**src/rtl/r2r_4b_wave_gen.sv**
```systemverilog
`default_nettype none
//------------------------------------------------------------------------------
// Module      : r2r_4b_wave_gen
// Description : Waveform sequencer for the 4-bit R2R DAC path. It generates
//               sawtooth, triangle, square or a user-loaded 16-sample pattern
//               at a programmable update rate. A pass-through mode routes the
//               synchronised pad nibble straight to the DAC.
// Ports       : clk           - system clock (10 MHz nominal)
//               n_rst         - asynchronous active-low reset
//               ext_data      - high selects pass-through of data
//               load_divider  - strobe, each rising edge loads one divider nibble
//               load_pattern  - strobe, each rising edge writes one pattern entry
//               mode[1:0]     - 00 saw, 01 triangle, 10 square, 11 pattern
//               data[3:0]     - nibble for divider, pattern or pass-through
//               r2r_out[3:0]  - registered DAC code, bit 0 = LSB
//               sample_strobe - one-cycle pulse per generated-mode update
// Revision    : 1.0 - initial release
//------------------------------------------------------------------------------
module r2r_4b_wave_gen #(
    parameter logic [7:0] DIV_RESET = 8'd99
) (
    input  logic       clk,
    input  logic       n_rst,
    input  logic       ext_data,
    input  logic       load_divider,
    input  logic       load_pattern,
    input  logic [1:0] mode,
    input  logic [3:0] data,
    output logic [3:0] r2r_out,
    output logic       sample_strobe
);

    localparam logic [1:0] c_MODE_SAW = 2'b00;
    localparam logic [1:0] c_MODE_TRI = 2'b01;
    localparam logic [1:0] c_MODE_SQR = 2'b10;
    localparam logic [1:0] c_MODE_PAT = 2'b11;

    // Two-flop synchronisers on every pad input; the strobes get a third
    // flop so a rising edge can be detected on fully synchronised levels.
    logic       r_ext_s1, r_ext_s2;
    logic       r_ldd_s1, r_ldd_s2, r_ldd_s3;
    logic       r_ldp_s1, r_ldp_s2, r_ldp_s3;
    logic [1:0] r_mode_s1, r_mode_s2;
    logic [3:0] r_data_s1, r_data_s2;

    always_ff @(posedge clk or negedge n_rst) begin
        if (!n_rst) begin
            r_ext_s1  <= 1'b0;
            r_ext_s2  <= 1'b0;
            r_ldd_s1  <= 1'b0;
            r_ldd_s2  <= 1'b0;
            r_ldd_s3  <= 1'b0;
            r_ldp_s1  <= 1'b0;
            r_ldp_s2  <= 1'b0;
            r_ldp_s3  <= 1'b0;
            r_mode_s1 <= 2'b00;
            r_mode_s2 <= 2'b00;
            r_data_s1 <= 4'h0;
            r_data_s2 <= 4'h0;
        end else begin
            r_ext_s1  <= ext_data;
            r_ext_s2  <= r_ext_s1;
            r_ldd_s1  <= load_divider;
            r_ldd_s2  <= r_ldd_s1;
            r_ldd_s3  <= r_ldd_s2;
            r_ldp_s1  <= load_pattern;
            r_ldp_s2  <= r_ldp_s1;
            r_ldp_s3  <= r_ldp_s2;
            r_mode_s1 <= mode;
            r_mode_s2 <= r_mode_s1;
            r_data_s1 <= data;
            r_data_s2 <= r_data_s1;
        end
    end

    logic w_div_edge;
    logic w_pat_edge;
    assign w_div_edge = r_ldd_s2 & ~r_ldd_s3;
    assign w_pat_edge = r_ldp_s2 & ~r_ldp_s3;

    // Divider load and prescaler. The low nibble is held in a shadow register
    // so the active divider only ever changes as a complete byte; completing
    // a load also restarts the prescaler so the new rate starts cleanly.
    logic       r_nib_sel;
    logic [3:0] r_div_lo;
    logic [7:0] r_div;
    logic [7:0] r_pcnt;
    logic       w_tick;

    assign w_tick = (r_pcnt == r_div);

    always_ff @(posedge clk or negedge n_rst) begin
        if (!n_rst) begin
            r_nib_sel <= 1'b0;
            r_div_lo  <= 4'h0;
            r_div     <= DIV_RESET;
            r_pcnt    <= 8'd0;
        end else begin
            if (w_div_edge) begin
                if (!r_nib_sel) begin
                    r_div_lo  <= r_data_s2;
                    r_nib_sel <= 1'b1;
                end else begin
                    r_div     <= {r_data_s2, r_div_lo};
                    r_nib_sel <= 1'b0;
                end
            end

            if ((w_div_edge && r_nib_sel) || w_tick) begin
                r_pcnt <= 8'd0;
            end else begin
                r_pcnt <= r_pcnt + 8'd1;
            end
        end
    end

    // Pattern memory with an auto-incrementing write pointer.
    logic [3:0] r_mem [16];
    logic [3:0] r_wptr;

    always_ff @(posedge clk or negedge n_rst) begin
        if (!n_rst) begin
            for (int i = 0; i < 16; i++) begin
                r_mem[i] <= 4'h0;
            end
            r_wptr <= 4'h0;
        end else if (w_pat_edge) begin
            r_mem[r_wptr] <= r_data_s2;
            r_wptr        <= r_wptr + 4'h1;
        end
    end

    // Waveform lookup from the current phase.
    logic [4:0] r_ph;
    logic [3:0] w_wave;

    always_comb begin
        w_wave = 4'h0;
        case (r_mode_s2)
            c_MODE_SAW: w_wave = r_ph[3:0];
            c_MODE_TRI: w_wave = r_ph[4] ? ~r_ph[3:0] : r_ph[3:0];
            c_MODE_SQR: w_wave = r_ph[4] ? 4'hF : 4'h0;
            c_MODE_PAT: w_wave = r_mem[r_ph[3:0]];
            default:    w_wave = 4'h0;
        endcase
    end

    // Output register. The phase keeps advancing in pass-through so the
    // generated waveform resumes where it would have been.
    always_ff @(posedge clk or negedge n_rst) begin
        if (!n_rst) begin
            r_ph          <= 5'd0;
            r2r_out       <= 4'h0;
            sample_strobe <= 1'b0;
        end else begin
            if (w_tick) begin
                r_ph <= r_ph + 5'd1;
            end

            if (r_ext_s2) begin
                r2r_out       <= r_data_s2;
                sample_strobe <= 1'b0;
            end else if (w_tick) begin
                r2r_out       <= w_wave;
                sample_strobe <= 1'b1;
            end else begin
                sample_strobe <= 1'b0;
            end
        end
    end

endmodule
`default_nettype wire

```
**config.mk**
```make
export PLATFORM = sky130hd
export DESIGN_NAME = r2r_4b_wave_gen
export DESIGN_NICKNAME = d
export VERILOG_FILES = /design/src/rtl/r2r_4b_wave_gen.sv
export SDC_FILE = /design/constraint.sdc
export NUM_CORES = 1
export LEC_CHECK = 0
export BUFFER_PORTS_ARGS = -buffer_cell sky130_fd_sc_hd__buf_4
export CAP_MARGIN = 5
export CORE_UTILIZATION = 54
export DETAILED_ROUTE_END_ITERATION = 6
export PLACE_DENSITY = 0.82
export SLEW_MARGIN = 25
export SYNTH_ARGS = -nofsm -noshare
export SYNTH_HDL_FRONTEND = slang
export SYNTH_SLANG_ARGS = --single-unit
```
**constraint.sdc**
```tcl
create_clock -name clk -period 1.8 [get_ports clk]
set_input_delay 0.09 -clock clk [delete_from_list [all_inputs] [get_ports clk]]
set_output_delay 0.09 -clock clk [all_outputs]
set_load 0.02 [all_outputs]
```
* Word level (Yosys, flattened, before mapping)
Cells that the tools add are included.
** Storage, ports and cells
- Bits in registers :: 119
- Output and inout port bits :: 5
- Logic and storage cells :: 76
** Operators by class
- $add $sub $neg :: 3
- $lt $le $gt $ge :: 3
- Equality and inequality tests :: 4
- Mux-type cells :: 15
- Bitwise operators :: 8
- Reduce and logical (&&, ||, !) cells :: 7
** Operators with widths (number)
- 64-bit bitwise mux :: 1
- 4-bit two-way mux :: 7
- 4-bit binary-select mux with 4-bit select :: 1
- 4-bit demux with 4-bit select :: 1
- 4-bit one-hot mux with 4 select lines :: 1
- 5-bit >= comparator (second input constant) :: 2
- 4-bit inverter with 5-bit output :: 2
- 8-bit by 1-bit adder with 8-bit output (second input constant) :: 1
- 8-bit equality test :: 1
- 8-bit two-way mux :: 1
- 5-bit by 1-bit adder with 5-bit output (second input constant) :: 1
- 5-bit by 1-bit < comparator with 1-bit output (second input constant) :: 1
- 4-bit by 1-bit adder with 4-bit output (second input constant) :: 1
- 2-bit equality test (second input constant) :: 2
- 4-bit inverter :: 1
- 2-bit AND reduction :: 2
- 1-bit two-way mux :: 3
- 1-bit inverter :: 3
- 1-bit bitwise AND :: 2
- 2-bit by 1-bit equality test with 1-bit output (second input constant) :: 1
- 1-bit logical AND :: 2
- 2-bit zero test :: 1
- 2-bit nonzero test :: 1
- 1-bit logical OR :: 1

* Longest topological paths before layout
- Depth in word-level cells :: 7
- Depth in mapped cells :: 6

* Least setup slack after synthesis
Ideal clock, no wire load.
- Path type :: register -> register
- From :: reg r_ph[0]
- To :: reg r2r_out[0]
- Data arrival time :: 1.582 ns
- Required time :: 1.679 ns
- Slack :: 0.097 ns
- Cell stages (with the launch flop) :: 6
- Cells stage by stage :: dfrtp_1 buf_2 mux4_2 a22oi_1 nand3_1 a22o_1
** On the way
- Longest elaborated chain between the ends :: 7
- Elaborated cells on any way between the ends :: 9
** Ends and longest elaborated chain
- start: declaration :: line 134 : logic [4:0] r_ph;
- start signal: assignment :: line 157 : r_ph <= r_ph + 5'd1;
- 4-bit inverter with 5-bit output (implied by the code) :: line 143 : c_MODE_PAT: w_wave = r_mem[r_ph[3:0]];
- 4-bit binary-select mux with 4-bit select :: line 143
- 4-bit two-way mux (implied by the code) (2 in a row) :: line 143
- 4-bit one-hot mux with 4 select lines * :: line 139 : case (r_mode_s2)
- 4-bit two-way mux * :: line 163 : end else if (w_tick) begin
- 4-bit two-way mux * :: line 160 : if (r_ext_s2) begin
- end signal: assignment :: line 161 : r2r_out <= r_data_s2;
- end signal: assignment :: line 164 : r2r_out <= w_wave;
- end: declaration :: line 29 : output logic [3:0] r2r_out,
Mark *: on every way between the ends. The rest lies on a longest branch, timed or not. The select of a mux whose other input is x is not followed.
A chain may end at the register's enable or synchronous reset.

* Worst setup path after layout
- From :: reg r_div[6]
- To :: reg r2r_out[0]
** On the way
- Longest elaborated chain between the ends :: 2
** Ends and longest elaborated chain
- start: declaration :: line 86 : logic [7:0] r_div;
- start signal: assignment :: line 104 : r_div <= {r_data_s2, r_div_lo};
- 8-bit equality test :: line 90 : assign w_tick = (r_pcnt == r_div);
- 2-bit nonzero test (no source line)
Every way passes these cells.

==> run metrics <==
fin nets=between 400 and 500; DR vias/cell=5.68; Setup Skew=approximately 0.011 ns; fin cells=roughly 560; largest net degree at the start of global routing=between 60 and 70; Buffers on Ports=15; Clock power frac=between 30% and 40%; R2R setup slack=between 0.015 and 0.02 ns; crit path DAT=about 2.2 ns; clk root buf=clkbuf_8; HPWL after DPL=between 6000 and 7000 um; Post-Route WL=10,600 um; vias in the first global route=between 3k and 4k; ant diodes=0; DP Area=~5600 um^2; fillers=between 600 and 700; Routed Antenna Nets=0; peak supply drop=0.680 mV; fin crit period=~1.8 ns; drt pass-1 iters=5; initial core utilization=between 50% and 60%; H-tree depth=4; first-pass GRT wire length=between 15,000 and 20,000 um; Cell Area, Synth=5200 um^2; synth warn=0; total die area=~10,000 um^2; post-synthesis sequential area ratio=between 50% and 60%; Reg clk slew, reported paths=0.06 ns; die width=100 um; final hold vios=0; Vias=~3.2k; Worst Path Max Fanout=5; CTS Buf Count=17; Min-Delay Path Class=primary input to asynchronous set/reset pin; design area=about 6300 um^2; residual DRC count=0; Logic pwr share=approximately 27%; max-slew violation count=0; initial antenna violation count=0; layout cell share with drive strength beyond 1=41.6%; Max-Cap Viols=0; commonest non-fill, non-tap cell in the layout=dfrtp_1; num ports=16; cell internal pwr=around 7.6 mW; Total Routing Usage GR=24.1%; Sw Pwr=approximately 3.1 mW; final core utilization=a little under 70%; Leakage=~2.9 nW; row count=35; mean post-synth cell area=~14 um^2; crit share post-route=98.9%; total grt overflow=0; max incr delay on CP=around 0.54 ns; Cells after Synth=between 300 and 400; die height=between 100 and 150 um; Placed Cells=about 520; Worst-Margin Slew=0.734 ns; Core Region=slightly above 9000 um^2; max frequency=between 0.5 and 0.6 GHz; CTS tree=built; RSZ-0062 raised after global routing=true; run status=completed; crit path cell chain=xor2_1 -> nor4_2 -> nand2_2 -> buf_4 -> mux2i_1 -> a22o_1; endpoints failing setup=0; PD cells=around 1700 nW/um^2; Final TNS setup=0 ns; Max clock buf depth=2; CP startpoint kind=flip-flop; most frequent cells in the layout=dfrtp_1 (115), mux2_2 (77), buf_4 (33), nor2_1 (26); worst skew pair latency=between 0.5 and 0.6 ns; Net Count, Synth=387; register area=2980 um^2; CP max-delay cell=dfstp_2; Switching Share=roughly 30%; WP data required=~2.2 ns; Hold WS=approximately 0.12 ns; CP endpoint kind=flip-flop; slew margin rel.=51.0%; detailed-route wire length per cell=about 19 um; area of the multi-input gates=2130 um^2; Yosys reg bits=119; Distinct cells, synth=34; CP Class=flip-flop to flip-flop; area grow syn2layout=21.5%; Sequential Power Share=40.7%; gpl congestion=0.785; Sink Count=119; Iteration-0 DRC Markers=~180
sequential cells by signal, indices dropped and copies added (netlist names), 2 cells and up:
name       flops
r_wptr         4
r_mode_s2      2
r_div_lo       4
r_ph           5
r2r_out        4
r_data_s1      4
r_mode_s1      2
r_pcnt         8
r_div          8
r_data_s2      4
r_mem         64
logic make-up (layout without fill, tap and decap cells):
kind of cell | count (synthesis) | count (layout) | synth area share (%)
flops | 119 | 119 | 57.4
mux | 96 | 96 | 24.2
simple gates | 84 | 84 | 8.16
xor+xnor | 24 | 24 | 4.04
buf+inv | 22 | 82 | 1.83
compound gates | 19 | 19 | 2.94
fa+ha+maj | 6 | 6 | 1.44
metal layers:
layer | vias to the layer above | track usage [%] | routed length (um)
met5 | - | 0 | 0
met4 | 0 | 8.03 | 190
met3 | 19 | 6.55 | 532
met2 | 105 | 39.3 | 5410
met1 | 1642 | 31.5 | 4460
li1 | 1411 | - | -
synth_stat cells:
master | count | share of area, %
nand2b_1 | 9 | 1.1
nand3b_1 | 1 | 0.14
nand2_1 | 16 | 1.2
nor3_4 | 1 | 0.31
a22o_1 | 6 | 1.0
xor2_1 | 14 | 2.4
and3_2 | 1 | 0.14
nor3_2 | 2 | 0.39
mux2i_1 | 3 | 0.58
ha_1 | 6 | 1.4
mux4_2 | 16 | 6.9
inv_1 | 3 | 0.22
nor2b_1 | 2 | 0.24
a211o_2 | 2 | 0.39
buf_2 | 3 | 0.29
a22oi_1 | 4 | 0.58
nand4_1 | 1 | 0.12
buf_1 | 2 | 0.14
nand2_2 | 1 | 0.12
and3_1 | 2 | 0.24
clkbuf_1 | 12 | 0.87
o21ai_0 | 3 | 0.29
nor4_2 | 2 | 0.48
clkbuf_2 | 1 | 0.096
a221oi_1 | 2 | 0.34
mux2_2 | 77 | 17
xnor2_1 | 10 | 1.7
nor2_1 | 30 | 2.2
nand3_1 | 15 | 1.4
or2_2 | 1 | 0.12
dfstp_2 | 4 | 2.0
dfrtp_1 | 115 | 55
buf_6 | 1 | 0.22
o31a_1 | 2 | 0.34
worst max-delay path, delay by kind of cell (launching register included):
family | cells | cell delay (ns)
flip-flops | 1 | 0.54
AND/OR/NAND/NOR | 2 | 0.52
AO/OA/AOI/OAI | 1 | 0.24
buffers and inverters | 1 | 0.17
multiplexers | 1 | 0.11
XOR/XNOR | 1 | 0.07
power groups by stage:
stage	Sequential, mW	Clock [mW]	Combinational, mW
global route	4.47	3.62	3.13
finish	4.35	3.46	2.89
floorplan	4.05	0	2.19
CTS	4.34	3.50	2.90
detailed placement	4.34	0	2.81
global placement	4.28	0	2.71
path summary, 6_finish.rpt:
kind / startpoint / cells past startpoint / to
worst min register to register: r_data_s1[2] / 0 / r_data_s2[2]
worst min-delay path: n_rst / 2 / r_div[5]
worst max register to register: r_div[6] / 6 / r2r_out[0]
max in group asynchronous: n_rst / 3 / r_data_s2[0]
worst max-delay path: r_div[6] / 6 / r2r_out[0]
min in group clk: data[1] / 2 / r_data_s1[1]
final cells by class:
type                    instances  area share (%)
flip-flops and latches        119            47.2
multi-input cells             229            33.8
clock buffers                  19            6.83
repair buffers                 47            6.62
clock inverters                13            2.83
well taps                     129            2.56
inverters                       3           0.178
metrics by stage:
step | setup slack (ns) | power [mW]
3_3_place_gp | 0.0774 | 7.00
5_1_grt | -0.0830 | 11.2
3_5_place_dp | 0.0180 | 7.15
4_1_cts | 0.00901 | 10.7
2_1_floorplan | 0.0974 | 6.24
6_report | 0.0189 | 10.7
timing repair:
action                     4_1_cts  5_1_grt
setup endpoints to repair        3       23
cloned                           0        0
buffers inserted                 1        0
pin swaps                        2        4
hold buffers                    11        0
hold endpoints to repair       127        0
resized for setup                0        5
Note: power is estimated with default switching activity, not from simulation.
